$ cat config.mk
export PLATFORM = sky130hd
export DESIGN_NAME = accel_rr_scheduler
export DESIGN_NICKNAME = d
export VERILOG_FILES = /design/src/rtl/accel_sched_pkg.sv /design/src/rtl/rr_arbiter.sv /design/src/rtl/accel_rr_scheduler.sv
export SDC_FILE = /design/constraint.sdc
export NUM_CORES = 1
export LEC_CHECK = 0
export CAP_MARGIN = 10
export CORE_MARGIN = 5
export CORE_UTILIZATION = 43
export DETAILED_ROUTE_END_ITERATION = 12
export PLACE_DENSITY_LB_ADDON = 0.3
export SLEW_MARGIN = 20
export SYNTH_ARGS = -nofsm -noshare
export SYNTH_HDL_FRONTEND = slang
export SYNTH_HIERARCHICAL = 1
export SYNTH_SLANG_ARGS = --single-unit
export TNS_END_PERCENT = 100
$ cat constraint.sdc
create_clock -name clk -period 2.3 [get_ports clk]
set_clock_uncertainty 0.1 [all_clocks]
set_input_delay 0.345 -clock clk [delete_from_list [all_inputs] [get_ports clk]]
set_output_delay 0.345 -clock clk [all_outputs]
set_load 0.005 [all_outputs]
$ cat src/rtl/accel_sched_pkg.sv
`default_nettype none
// ============================================================================
// Module : accel_sched_pkg
// Brief  : Shared types, default widths and helpers for the round-robin
//          exponent-accelerator scheduler.
// Rev    : 1.0  initial release
// ----------------------------------------------------------------------------
// Contents:
//   state_t        scheduler FSM state encoding (IDLE, LAUNCH, BUSY, RELEASE)
//   c_max_req      largest supported requester count
//   c_idx_w        width of a requester index / round-robin pointer
//   c_ui_w/c_vi_w  default operand widths
//   c_data_w       default accelerator write-data width
//   onehot_to_idx  one-hot vector to binary index
// ============================================================================
package accel_sched_pkg;

    localparam int c_max_req = 8;
    localparam int c_idx_w   = 3;
    localparam int c_ui_w    = 2;
    localparam int c_vi_w    = 5;
    localparam int c_data_w  = 21;

    typedef enum logic [1:0] {
        IDLE    = 2'd0,
        LAUNCH  = 2'd1,
        BUSY    = 2'd2,
        RELEASE = 2'd3
    } state_t;

    // OR-based encoder: exact for a one-hot input, '0 for an all-zero input.
    function automatic logic [c_idx_w-1:0] onehot_to_idx(input logic [c_max_req-1:0] oh);
        logic [c_idx_w-1:0] idx;
        idx = '0;
        for (int k = 0; k < c_max_req; k++) begin
            if (oh[k]) begin
                idx = idx | c_idx_w'(k);
            end
        end
        return idx;
    endfunction

endpackage
`default_nettype wire

$ cat src/rtl/rr_arbiter.sv
`default_nettype none
// ============================================================================
// Module : rr_arbiter
// Brief  : Combinational round-robin pick. Selects the first asserted request
//          at or above rr_ptr, wrapping to the lowest asserted request.
// Rev    : 1.0  initial release
// ----------------------------------------------------------------------------
// Ports:
//   req      in   N_REQ    request vector
//   rr_ptr   in   c_idx_w  highest-priority index for this pick
//   gnt_oh   out  N_REQ    one-hot winner (all zero when req is zero)
//   gnt_idx  out  c_idx_w  binary index of the winner
// ============================================================================
module rr_arbiter
    import accel_sched_pkg::*;
#(
    parameter int N_REQ = 4
) (
    input  logic [N_REQ-1:0]   req,
    input  logic [c_idx_w-1:0] rr_ptr,
    output logic [N_REQ-1:0]   gnt_oh,
    output logic [c_idx_w-1:0] gnt_idx
);

    logic [N_REQ-1:0] w_hi_oh;
    logic [N_REQ-1:0] w_lo_oh;
    logic             w_hi_found;

    // Scanning downward means the last hit is the lowest index: w_hi_oh is the
    // lowest request at or above the pointer, w_lo_oh the lowest overall
    // (the wrap-around candidate).
    always_comb begin
        w_hi_oh    = '0;
        w_lo_oh    = '0;
        w_hi_found = 1'b0;
        for (int k = N_REQ - 1; k >= 0; k--) begin
            if (req[k]) begin
                w_lo_oh    = '0;
                w_lo_oh[k] = 1'b1;
                if (c_idx_w'(k) >= rr_ptr) begin
                    w_hi_oh    = '0;
                    w_hi_oh[k] = 1'b1;
                    w_hi_found = 1'b1;
                end
            end
        end
        gnt_oh = w_hi_found ? w_hi_oh : w_lo_oh;
    end

    assign gnt_idx = onehot_to_idx(c_max_req'(gnt_oh));

endmodule
`default_nettype wire

$ cat src/rtl/accel_rr_scheduler.sv
`default_nettype none
// ============================================================================
// Module : accel_rr_scheduler
// Brief  : Shares one exponent accelerator between N_REQ requesters. Grants
//          round-robin, latches the winner's operands, pulses acc_start and
//          routes write beats and completion back to the granted requester.
// Rev    : 1.0  initial release
// ----------------------------------------------------------------------------
// Optional feature macro: ACCEL_TIMEOUT_EN
//   defined   -> BUSY watchdog of TIMEOUT_CYC cycles; abort pulses rsp_done+err
//   undefined -> no counter, BUSY waits for acc_done, err tied 0
// ----------------------------------------------------------------------------
// Ports:
//   clk         in   1             clock, rising edge
//   rst         in   1             asynchronous active-low reset
//   req         in   N_REQ         level job request per requester
//   ui_bus      in   N_REQ*UI_W    packed ui operands (slice k = requester k)
//   vi_bus      in   N_REQ*VI_W    packed vi operands (slice k = requester k)
//   gnt         out  N_REQ         one-hot grant for the job duration
//   rsp_valid   out  N_REQ         one-hot pulse per forwarded write beat
//   rsp_data    out  DATA_W        forwarded write data
//   rsp_done    out  N_REQ         one-hot job-end pulse
//   err         out  1             watchdog abort pulse
//   acc_start   out  1             accelerator start pulse
//   acc_ui      out  UI_W          latched ui operand
//   acc_vi      out  VI_W          latched vi operand
//   acc_wrReq   in   1             accelerator write strobe
//   acc_wrData  in   DATA_W        accelerator write data
//   acc_done    in   1             accelerator completion pulse
// ============================================================================
module accel_rr_scheduler
    import accel_sched_pkg::*;
#(
    parameter int N_REQ       = 4,
    parameter int UI_W        = c_ui_w,
    parameter int VI_W        = c_vi_w,
    parameter int DATA_W      = c_data_w,
    parameter int TIMEOUT_CYC = 1023
) (
    input  logic                  clk,
    input  logic                  rst,
    input  logic [N_REQ-1:0]      req,
    input  logic [N_REQ*UI_W-1:0] ui_bus,
    input  logic [N_REQ*VI_W-1:0] vi_bus,
    output logic [N_REQ-1:0]      gnt,
    output logic [N_REQ-1:0]      rsp_valid,
    output logic [DATA_W-1:0]     rsp_data,
    output logic [N_REQ-1:0]      rsp_done,
    output logic                  err,
    output logic                  acc_start,
    output logic [UI_W-1:0]       acc_ui,
    output logic [VI_W-1:0]       acc_vi,
    input  logic                  acc_wrReq,
    input  logic [DATA_W-1:0]     acc_wrData,
    input  logic                  acc_done
);

    state_t              state_q, state_d;
    logic [c_idx_w-1:0]  rr_ptr_q, rr_ptr_d;
    logic [c_idx_w-1:0]  idx_q, idx_d;
    logic [N_REQ-1:0]    gnt_q, gnt_d;
    logic [N_REQ-1:0]    rsp_valid_q, rsp_valid_d;
    logic [N_REQ-1:0]    rsp_done_q, rsp_done_d;
    logic [DATA_W-1:0]   rsp_data_q, rsp_data_d;
    logic                acc_start_q, acc_start_d;
    logic [UI_W-1:0]     acc_ui_q, acc_ui_d;
    logic [VI_W-1:0]     acc_vi_q, acc_vi_d;

    logic [N_REQ-1:0]    w_arb_oh;
    logic [c_idx_w-1:0]  w_arb_idx;
    logic [UI_W-1:0]     w_ui_sel;
    logic [VI_W-1:0]     w_vi_sel;
    logic                w_finish;

`ifdef ACCEL_TIMEOUT_EN
    localparam int c_cnt_w = $clog2(TIMEOUT_CYC + 1);
    logic [c_cnt_w-1:0]  cnt_q, cnt_d;
    logic                err_q, err_d;
`endif

    rr_arbiter #(
        .N_REQ   (N_REQ)
    ) u_arb (
        .req     (req),
        .rr_ptr  (rr_ptr_q),
        .gnt_oh  (w_arb_oh),
        .gnt_idx (w_arb_idx)
    );

    // Operand slice of the arbitration winner (one-hot mux).
    always_comb begin
        w_ui_sel = '0;
        w_vi_sel = '0;
        for (int k = 0; k < N_REQ; k++) begin
            if (w_arb_oh[k]) begin
                w_ui_sel = ui_bus[k*UI_W +: UI_W];
                w_vi_sel = vi_bus[k*VI_W +: VI_W];
            end
        end
    end

    always_comb begin
        state_d     = state_q;
        rr_ptr_d    = rr_ptr_q;
        idx_d       = idx_q;
        gnt_d       = gnt_q;
        rsp_valid_d = '0;
        rsp_done_d  = '0;
        rsp_data_d  = rsp_data_q;
        acc_start_d = 1'b0;
        acc_ui_d    = acc_ui_q;
        acc_vi_d    = acc_vi_q;
        w_finish    = 1'b0;
`ifdef ACCEL_TIMEOUT_EN
        cnt_d       = cnt_q;
        err_d       = 1'b0;
`endif
        case (state_q)
            IDLE: begin
                if (|req) begin
                    gnt_d       = w_arb_oh;
                    idx_d       = w_arb_idx;
                    acc_ui_d    = w_ui_sel;
                    acc_vi_d    = w_vi_sel;
                    // Registered so the pulse coincides with the LAUNCH cycle.
                    acc_start_d = 1'b1;
                    state_d     = LAUNCH;
                end
            end
            LAUNCH: begin
`ifdef ACCEL_TIMEOUT_EN
                cnt_d   = '0;
`endif
                state_d = BUSY;
            end
            BUSY: begin
                if (acc_wrReq) begin
                    rsp_valid_d = gnt_q;
                    rsp_data_d  = acc_wrData;
                end
                if (acc_done) begin
                    w_finish = 1'b1;
                end
`ifdef ACCEL_TIMEOUT_EN
                // cnt_q == TIMEOUT_CYC-1 is the cycle the count reaches the
                // limit; the abort is then registered for the next cycle.
                else if (cnt_q == c_cnt_w'(TIMEOUT_CYC - 1)) begin
                    w_finish = 1'b1;
                    err_d    = 1'b1;
                end
                cnt_d = cnt_q + c_cnt_w'(1);
`endif
                if (w_finish) begin
                    rsp_done_d = gnt_q;
                    gnt_d      = '0;
                    state_d    = RELEASE;
                end
            end
            RELEASE: begin
                rr_ptr_d = (idx_q == c_idx_w'(N_REQ - 1)) ? '0 : idx_q + c_idx_w'(1);
                state_d  = IDLE;
            end
            default: begin
                state_d = IDLE;
            end
        endcase
    end

    always_ff @(posedge clk or negedge rst) begin
        if (!rst) begin
            state_q     <= IDLE;
            rr_ptr_q    <= '0;
            idx_q       <= '0;
            gnt_q       <= '0;
            rsp_valid_q <= '0;
            rsp_done_q  <= '0;
            rsp_data_q  <= '0;
            acc_start_q <= 1'b0;
            acc_ui_q    <= '0;
            acc_vi_q    <= '0;
        end else begin
            state_q     <= state_d;
            rr_ptr_q    <= rr_ptr_d;
            idx_q       <= idx_d;
            gnt_q       <= gnt_d;
            rsp_valid_q <= rsp_valid_d;
            rsp_done_q  <= rsp_done_d;
            rsp_data_q  <= rsp_data_d;
            acc_start_q <= acc_start_d;
            acc_ui_q    <= acc_ui_d;
            acc_vi_q    <= acc_vi_d;
        end
    end

`ifdef ACCEL_TIMEOUT_EN
    always_ff @(posedge clk or negedge rst) begin
        if (!rst) begin
            cnt_q <= '0;
            err_q <= 1'b0;
        end else begin
            cnt_q <= cnt_d;
            err_q <= err_d;
        end
    end

    assign err = err_q;
`else
    assign err = 1'b0;
`endif

    assign gnt       = gnt_q;
    assign rsp_valid = rsp_valid_q;
    assign rsp_done  = rsp_done_q;
    assign rsp_data  = rsp_data_q;
    assign acc_start = acc_start_q;
    assign acc_ui    = acc_ui_q;
    assign acc_vi    = acc_vi_q;

endmodule
`default_nettype wire

# Word-level counts from Yosys, hierarchy flattened
# Cells that the tools add are included.
# Widths: inputs -> output; s select.
# classes
order_cmp,4
shift,0
n_eq_ne,6
n_mux,47
reduce_logical,7
n_bitwise,0
addsub,1
div_mod_pow,0
multipliers,0
# op_table
operator,count
$mux 4,19
$mux 5,4
$mux 2,8
$mux 1,13
$pmux 2 s4,1
$pmux 4 s2,1
$ge 1x3->1 const A,2
$ge 2x3->1 const A,2
$reduce_and 2->1,3
$eq 2x2->1 const B,2
$ne 2x2->1 const B,2
$reduce_or 4->1,1
$add 3x1->3 const B,1
$eq 3x2->1 const B,1
$mux 3,1
$reduce_and 3->1,1
$eq 2x1->1 const B,1
$logic_not 2->1,1
$reduce_bool 2->1,1
# totals
ff_bits,49
inputBits,57
latch_bits,0
word_cells,75
mem_bits_rw,0
mem_bits_ro,0
mem_count,0

# Depth between registers and ports, before layout
# logic_depth
word_depth,14
ltp_mapped,7
ltp_nobuf,6

# Hierarchy
# The synthesis kept the hierarchy.
# by_module_without_submodules
mod,n_inst,cells_per_inst,area_per_inst_um2
accel_rr_scheduler,1,167,2158.3
rr_arbiter,1,33,191.4

# Worst setup path before layout
# Ideal clock, no wire load.
# synth_path
path_type,register to register
startpoint,register rr_ptr_q[0]
endpoint,register acc_ui_q[0] (netlist: acc_ui[0])
required_ns,2.054
setup_slack_ns,0.362
period_less_slack_ns,1.938
arrival_ns,1.692
n_path_buf,1
path_stages_with_launch,8
setup_ns,0.146
cell_sequence,dfrtp_1 -> and2b_2 -> o21ai_0 -> and3b_2 -> or2_2 -> clkbuf_1 -> a221oi_1 -> o31ai_1
# synth_between
elab_cells_between_ends,25
# synth_lines
item,line,rtl
"start, declared",accel_rr_scheduler.sv:59,"logic [c_idx_w-1:0] rr_ptr_q, rr_ptr_d;"
"start signal, assigned",accel_rr_scheduler.sv:183,rr_ptr_q <= rr_ptr_d;
$ge 2x3->1,rr_arbiter.sv:40,if (c_idx_w'(k) >= rr_ptr) begin
$mux 1,rr_arbiter.sv:40,
$mux 1,rr_arbiter.sv:37,if (req[k]) begin
$mux 1,rr_arbiter.sv:40,
$mux 1,rr_arbiter.sv:37,
$mux 1,rr_arbiter.sv:40,
$mux 1,rr_arbiter.sv:37,
$mux 1,rr_arbiter.sv:40,
$mux 1,rr_arbiter.sv:37,
$mux 4 *,rr_arbiter.sv:47,gnt_oh = w_hi_found ? w_hi_oh : w_lo_oh;
named net w_arb_oh[2],accel_rr_scheduler.sv:69,logic [N_REQ-1:0] w_arb_oh;
$mux 2 * (2 in a row),accel_rr_scheduler.sv:95,if (w_arb_oh[k]) begin
"end signal, assigned",accel_rr_scheduler.sv:190,acc_ui_q <= acc_ui_d;
"end, declared",accel_rr_scheduler.sv:66,"logic [UI_W-1:0] acc_ui_q, acc_ui_d;"
# Mark *: on every way through the listed nets, which the timed path passes. The rest lies on a longest branch.
# A chain may end at the register's enable or synchronous reset.

# Final worst setup path
# layout_path
startpoint,input port req[0]
endpoint,register acc_vi_q[2] (netlist: acc_vi[2])
# layout_between
elab_cells_between_ends,10
# layout_lines
item,line,rtl
"start, declared",accel_rr_scheduler.sv:42,"input logic [N_REQ-1:0] req,"
$mux 4 or $mux 1 (tied branches),rr_arbiter.sv:37,
$mux 4 *,rr_arbiter.sv:47,
named net w_arb_oh[2],accel_rr_scheduler.sv:69,
$mux 5 * (2 in a row),accel_rr_scheduler.sv:95,
"end signal, assigned",accel_rr_scheduler.sv:191,acc_vi_q <= acc_vi_d;
"end, declared",accel_rr_scheduler.sv:67,"logic [VI_W-1:0] acc_vi_q, acc_vi_d;"
# Marked as above.

==> flow_metrics.tcl <==
set metrics [dict create \
    start_util_pct 43.47 \
    die_area_sq_um 7043 \
    wire_per_inst_um 14.92 \
    syn-num-nets 263 \
    synth_edf_count 0 \
    period_share_pct 89.52 \
    ys_warn_count 6 \
    max_slew_margin_pct 41.75 \
    fmax_ghz 0.4857 \
    rsz0062_at_grt "false" \
    hold_slack_ns 0.05985 \
    status "complete, no violations" \
    worstPathRequired_ns 2.37 \
    layout.nets 374 \
    yosysUniqueCellTypes 42 \
    area_growth_pct 50.37 \
    final_util_pct 65.37 \
    setup_tns_ns 0 \
    antenna_found_initial 0 \
    row_count 27 \
    fp.dieH_um 83.92 \
    power.leakage_uw 0.001551 \
    syn_area_per_cell_sq_um 11.75 \
    fp.dieW_um 83.92 \
    clk_latency_ns 0.29 \
    worstSetupStartpointType "input port" \
    synth_area_leader_cell "dfrtp_1" \
    period_minus_slack_ns 2.059 \
    maxSlewViolCount 0 \
    register_area_sq_um 1226 \
    ctsResizeCount 0 \
    cts_buffer_depth 2 \
    ys_async_sr_fraction_pct 100.0 \
    crit_fanout 7 \
    grt_usage_pct 16.16 \
    ioPinCount 99 \
    netlist_top_cells_count "49 x dfrtp_1, 23 x mux2_2, 20 x nand2_1" \
    syn_area_sq_um 2350 \
    first_global_vias 1975 \
    overflow 0 \
    post-cts-setup-buffers 0 \
    synth_area_leaders "dfrtp_1 52%, mux2_2 11%, ha_1 3.2%, nand2_1 3.2%, o22ai_1 2.7%" \
    criticalPathCategory "in -> reg" \
    hold_viol 0 \
    diodes 0 \
    ys_ff_latch 49 \
    detailedRoute.firstPassIterationCount 4 \
    core_sq_um 5405 \
    drtAntennaViolNets 0 \
    synthCells 200 \
    synth_flop_cell "dfrtp_1" \
    synth_most_common_cell "dfrtp_1" \
    drt_iter0_drc 74 \
    hold_class "in -> async" \
    io_buffers 97 \
    grt_pass1_wl_mm 9.301 \
    drive_above_1_share_pct 18.59 \
    end_kind "flip-flop" \
    place_hpwl_mm 4.475 \
    clk_pin_slew_ns 0.09 \
    setup_viol 0 \
    grt_max_degree 42 \
    ys_seq_area_share_pct 52.18 \
    gp_congestion 0.8019 \
    htreeDepth 2 \
    fillCellCount 436 \
    drt-total-wl_mm 5.731 \
    crit_arrival_ns 2.13 \
    multi_input_area_sq_um 996.0 \
    cts_hold_buf 0 \
    cts_sinks 49 \
    cts_root_buf "clkbuf_8" \
    cts_tree "done" \
    drc 0 \
    powerDensity_nw_per_um2 1121 \
    cap_violations 0 \
    cts_buffers 5 \
    yosysTopAreaCellShare_pct 52.18 \
    worst_pin_slew_ns 0.8737 \
    vias 1930 \
    ir_drop_mv 0.5000 \
    vias_per_cell 5.026 \
]
-- state kept, by name, indices dropped and copies added (netlist names) --
name and flops:
rsp_data 21, rsp_valid 4, gnt 4, rr_ptr_q 3, state_q 2, acc_vi 5
rsp_done 4, acc_start 1, idx_q 3, acc_ui 2
-- cell usage in the layout (no fill, tap or decap), types with 5 or more instances in the layout --
| master | Yosys | layout |
|---|---|---|
| a21oi_1 | 8 | 8 |
| a221oi_1 | 7 | 7 |
| and3_1 | 7 | 7 |
| buf_4 | 2 | 16 |
| clkbuf_8 | 0 | 5 |
| clkdlybuf4s50_1 | 0 | 96 |
| dfrtp_1 | 49 | 49 |
| ha_1 | 6 | 6 |
| inv_1 | 11 | 11 |
| mux2_2 | 23 | 23 |
| nand2_1 | 20 | 20 |
| nor2_1 | 7 | 7 |
| o22ai_1 | 10 | 10 |
| o31ai_1 | 6 | 6 |
-- metal layers --
metal / track usage [%] / up-vias / wire length, um
li1: - / 936 / -
met1: 19.80 / 910 / 2501
met2: 28.34 / 80 / 2746
met3: 4.541 / 4 / 453
met4: 3.363 / 0 / 29
met5: 0 / - / 0
-- where the power goes --
group | switching [uW] | internal (uW)
Sequential | 227 | 1230
Combinational | 805 | 1210
Clock | 281 | 215
Total | 1310 | 2650
-- final cells by class --
cell class,count,share of cell area (%)
clock buffers,6,2.054
clock inverters,2,0.4249
inverters,12,1.346
multi-input cells,130,28.19
flip-flops and latches,49,34.70
well taps,72,2.550
repair buffers,113,30.74
-- path summary, 6_finish.rpt --
check | slack (ns) | cells past startpoint | start | end
worst max-delay path | 0.24 | 7 | req[0] | acc_vi[2]
worst min-delay path | 0.06 | 1 | rst | rsp_data[19]
worst max register to register | 0.25 | 6 | rr_ptr_q[0] | acc_vi[2]
worst min register to register | 0.39 | 2 | acc_vi[3] | acc_vi[3]
max in group asynchronous | 1.41 | 2 | rst | state_q[1]
min in group clk | 0.39 | 2 | acc_vi[3] | acc_vi[3]
-- critical path, cell delays in order --
cell             delay, ns
clkdlybuf4s50_1       0.51
and2b_2               0.18
o21ai_0               0.10
and3b_2               0.25
or2_2                 0.37
a221oi_1              0.26
o41ai_1               0.11
-- stage by stage --
stage / power [uW] / instance area [sq um] / std cells / worst slack (ns)
global route: 4257 / 3533 / 384 / 0.1257
CTS: 4012 / 3533 / 384 / 0.2378
finish: 3961 / 3533 / 384 / 0.2410
global placement: 3436 / 3446 / 376 / 0.01520
detailed placement: 3516 / 3446 / 376 / -0.07703
floorplan: 2575 / 2350 / 200 / 0.3618
-- cell families (layout without fill, tap and decap cells) --
logic type / count (synthesis) / in the layout / share of synthesized area (%)
AOI/OAI and AO/OA: 46 / 46 / 15.98
and+or+nand+nor: 51 / 51 / 10.97
muxes: 25 / 25 / 11.93
DFF: 49 / 49 / 52.18
other: 2 / 2 / 0.3196
buffers and inverters: 21 / 133 / 5.431
adders and majority gates: 6 / 6 / 3.195
No activity file was read; power rests on OpenSTA's default activity.
==> RTL change (same settings) <==
`c_data_w`: 21 -> 23.
--- a/src/rtl/accel_sched_pkg.sv
+++ b/src/rtl/accel_sched_pkg.sv
@@ -21,3 +21,3 @@
     localparam int c_vi_w    = 5;
-    localparam int c_data_w  = 21;
+    localparam int c_data_w  = 23;
 
Ports: changed (resized acc_wrData and rsp_data); port bits go from 99 to 103. The function was not compared with the original's and may differ.
==> RTL change against the original RTL <==
- non-clock buffer count is 5 higher
- synthesized cell count is 2.0% higher
- routed wire length is 3.1% higher
- die area is 2.7% higher
- cell area is 4.0% higher
- maximum frequency is 1.3% lower
- area after synthesis is 3.1% higher
- sequential cell count is 2 higher
- total power is 5.9% higher
- worst setup slack worse by 0.028 ns
- critical path type unchanged
==> RTL change: results (changes against the original RTL) <==
IO buf count=101 (+4.1%); Final WS setup=0.213 ns (-0.0280 ns); Non-Clock Buffer Area Fraction=30.9% (+0.18 points); GR Util met3=4.27% (-0.27 points); largest stage delay on the critical path=0.53 ns (+0.02 ns); hpwl dp=4730 microns (+5.7%); Hold Path Origin=idx_q[1]$_DFFE_PN0P_; Yosys Warn Count=6 (unchanged); Peak supply drop=0.421 mV (-16%); CP endpoint=acc_vi[4]$_DFFE_PN0P_; Post-Route WL=5910 microns (+3.1%); largest net degree at the start of global routing=26 (-38%); Placed Cells=384 (+2.1%); RePlAce Congestion=0.789 (-1.6%); Worst Tran Pin Value=0.561 ns (-0.313 ns); Max Used Layer=met3; gr usage total=16.6% (+0.48 points); Vias per Instance=5.06 (+0.70%); Multi-In Gates=132 (+1.5%); DP Area=3560 sq um (+3.3%); wire length on met3=475 microns (+4.9%); DP Worst Slack=-0.0830 ns (-0.00595 ns); sequential cell area share=34.7% (about the same); n_diodes=0 (unchanged); CTS Hold Bufs=1 (+1); top cells by count, synth=51 x dfrtp_1, 25 x mux2_2, 20 x nand2_1; final-layout clock-cell area share=2.89% (+0.42 points); Nets=385 (+2.9%); syn_nets=269 (+2.3%); M1 WL=2480 microns (-0.68%); CLK BUF=5 (-1); first-pass GRT wire length=9960 microns (+7.0%); metal2 WL=2950 microns (+7.4%); Starting DRT DRC Count=67 (-9.5%); Leak=0.00162 uW (+4.2%); grt met1 use=21.4% (+1.6 points); number of vias in the routed layout=1984 (+2.8%); layout cell share with drive strength beyond 1=18.8% (+0.16 points); Cells after Synth=204 (+2.0%); Hold Path Class=reg -> reg; status=finished, final reports clean; register area share after synthesis=52.7% (+0.50 points); Plain + repair buffers=118 (+4.4%); Core Util, Final=66.7% (+1.4 points); fillers=438 (+0.46%); met2 Resource Use GR=29.0% (+0.61 points); footprint of the multi-input gates=1020 sq um (+2.3%); max reg flops=23 (+9.5%); register bit total from synthesis=51 (+4.1%)
[RTL change: changes by cell type in the layout (fill, tap and decap cells not counted)]
cell             unedited run  this run
clkdlybuf4s50_1            96       100
bufinv_16                   0         1
clkbuf_1                    1         0
dlygate4sd3_1               0         1
dfrtp_1                    49        51
mux2_2                     23        25
clkinvlp_4                  2         1
[RTL change: tightest hold or removal path, cell delays in order (launching register included)]
cell	delay [ns]
dfrtp_1	0.36
nand2_1	0.05
nand2_1	0.06
[RTL change: kinds of logic after synthesis]
| family | count (synthesis) | share of synthesized area [%] |
|---|---|---|
| and+or+nand+nor | 51 | 10.6 |
| adders and majority gates | 6 | 3.10 |
| AOI/OAI and AO/OA | 46 | 15.5 |
| buffers and inverters | 21 | 5.27 |
| other | 2 | 0.310 |
| muxes | 27 | 12.5 |
| DFF | 51 | 52.7 |
[RTL change: where the power goes]
part / internal, uW / switching [uW] / leakage [uW]
sequential: 1280 / 248 / 0.000635
combinational: 1260 / 813 / 0.000931
clock: 318 / 276 / 0.0000502
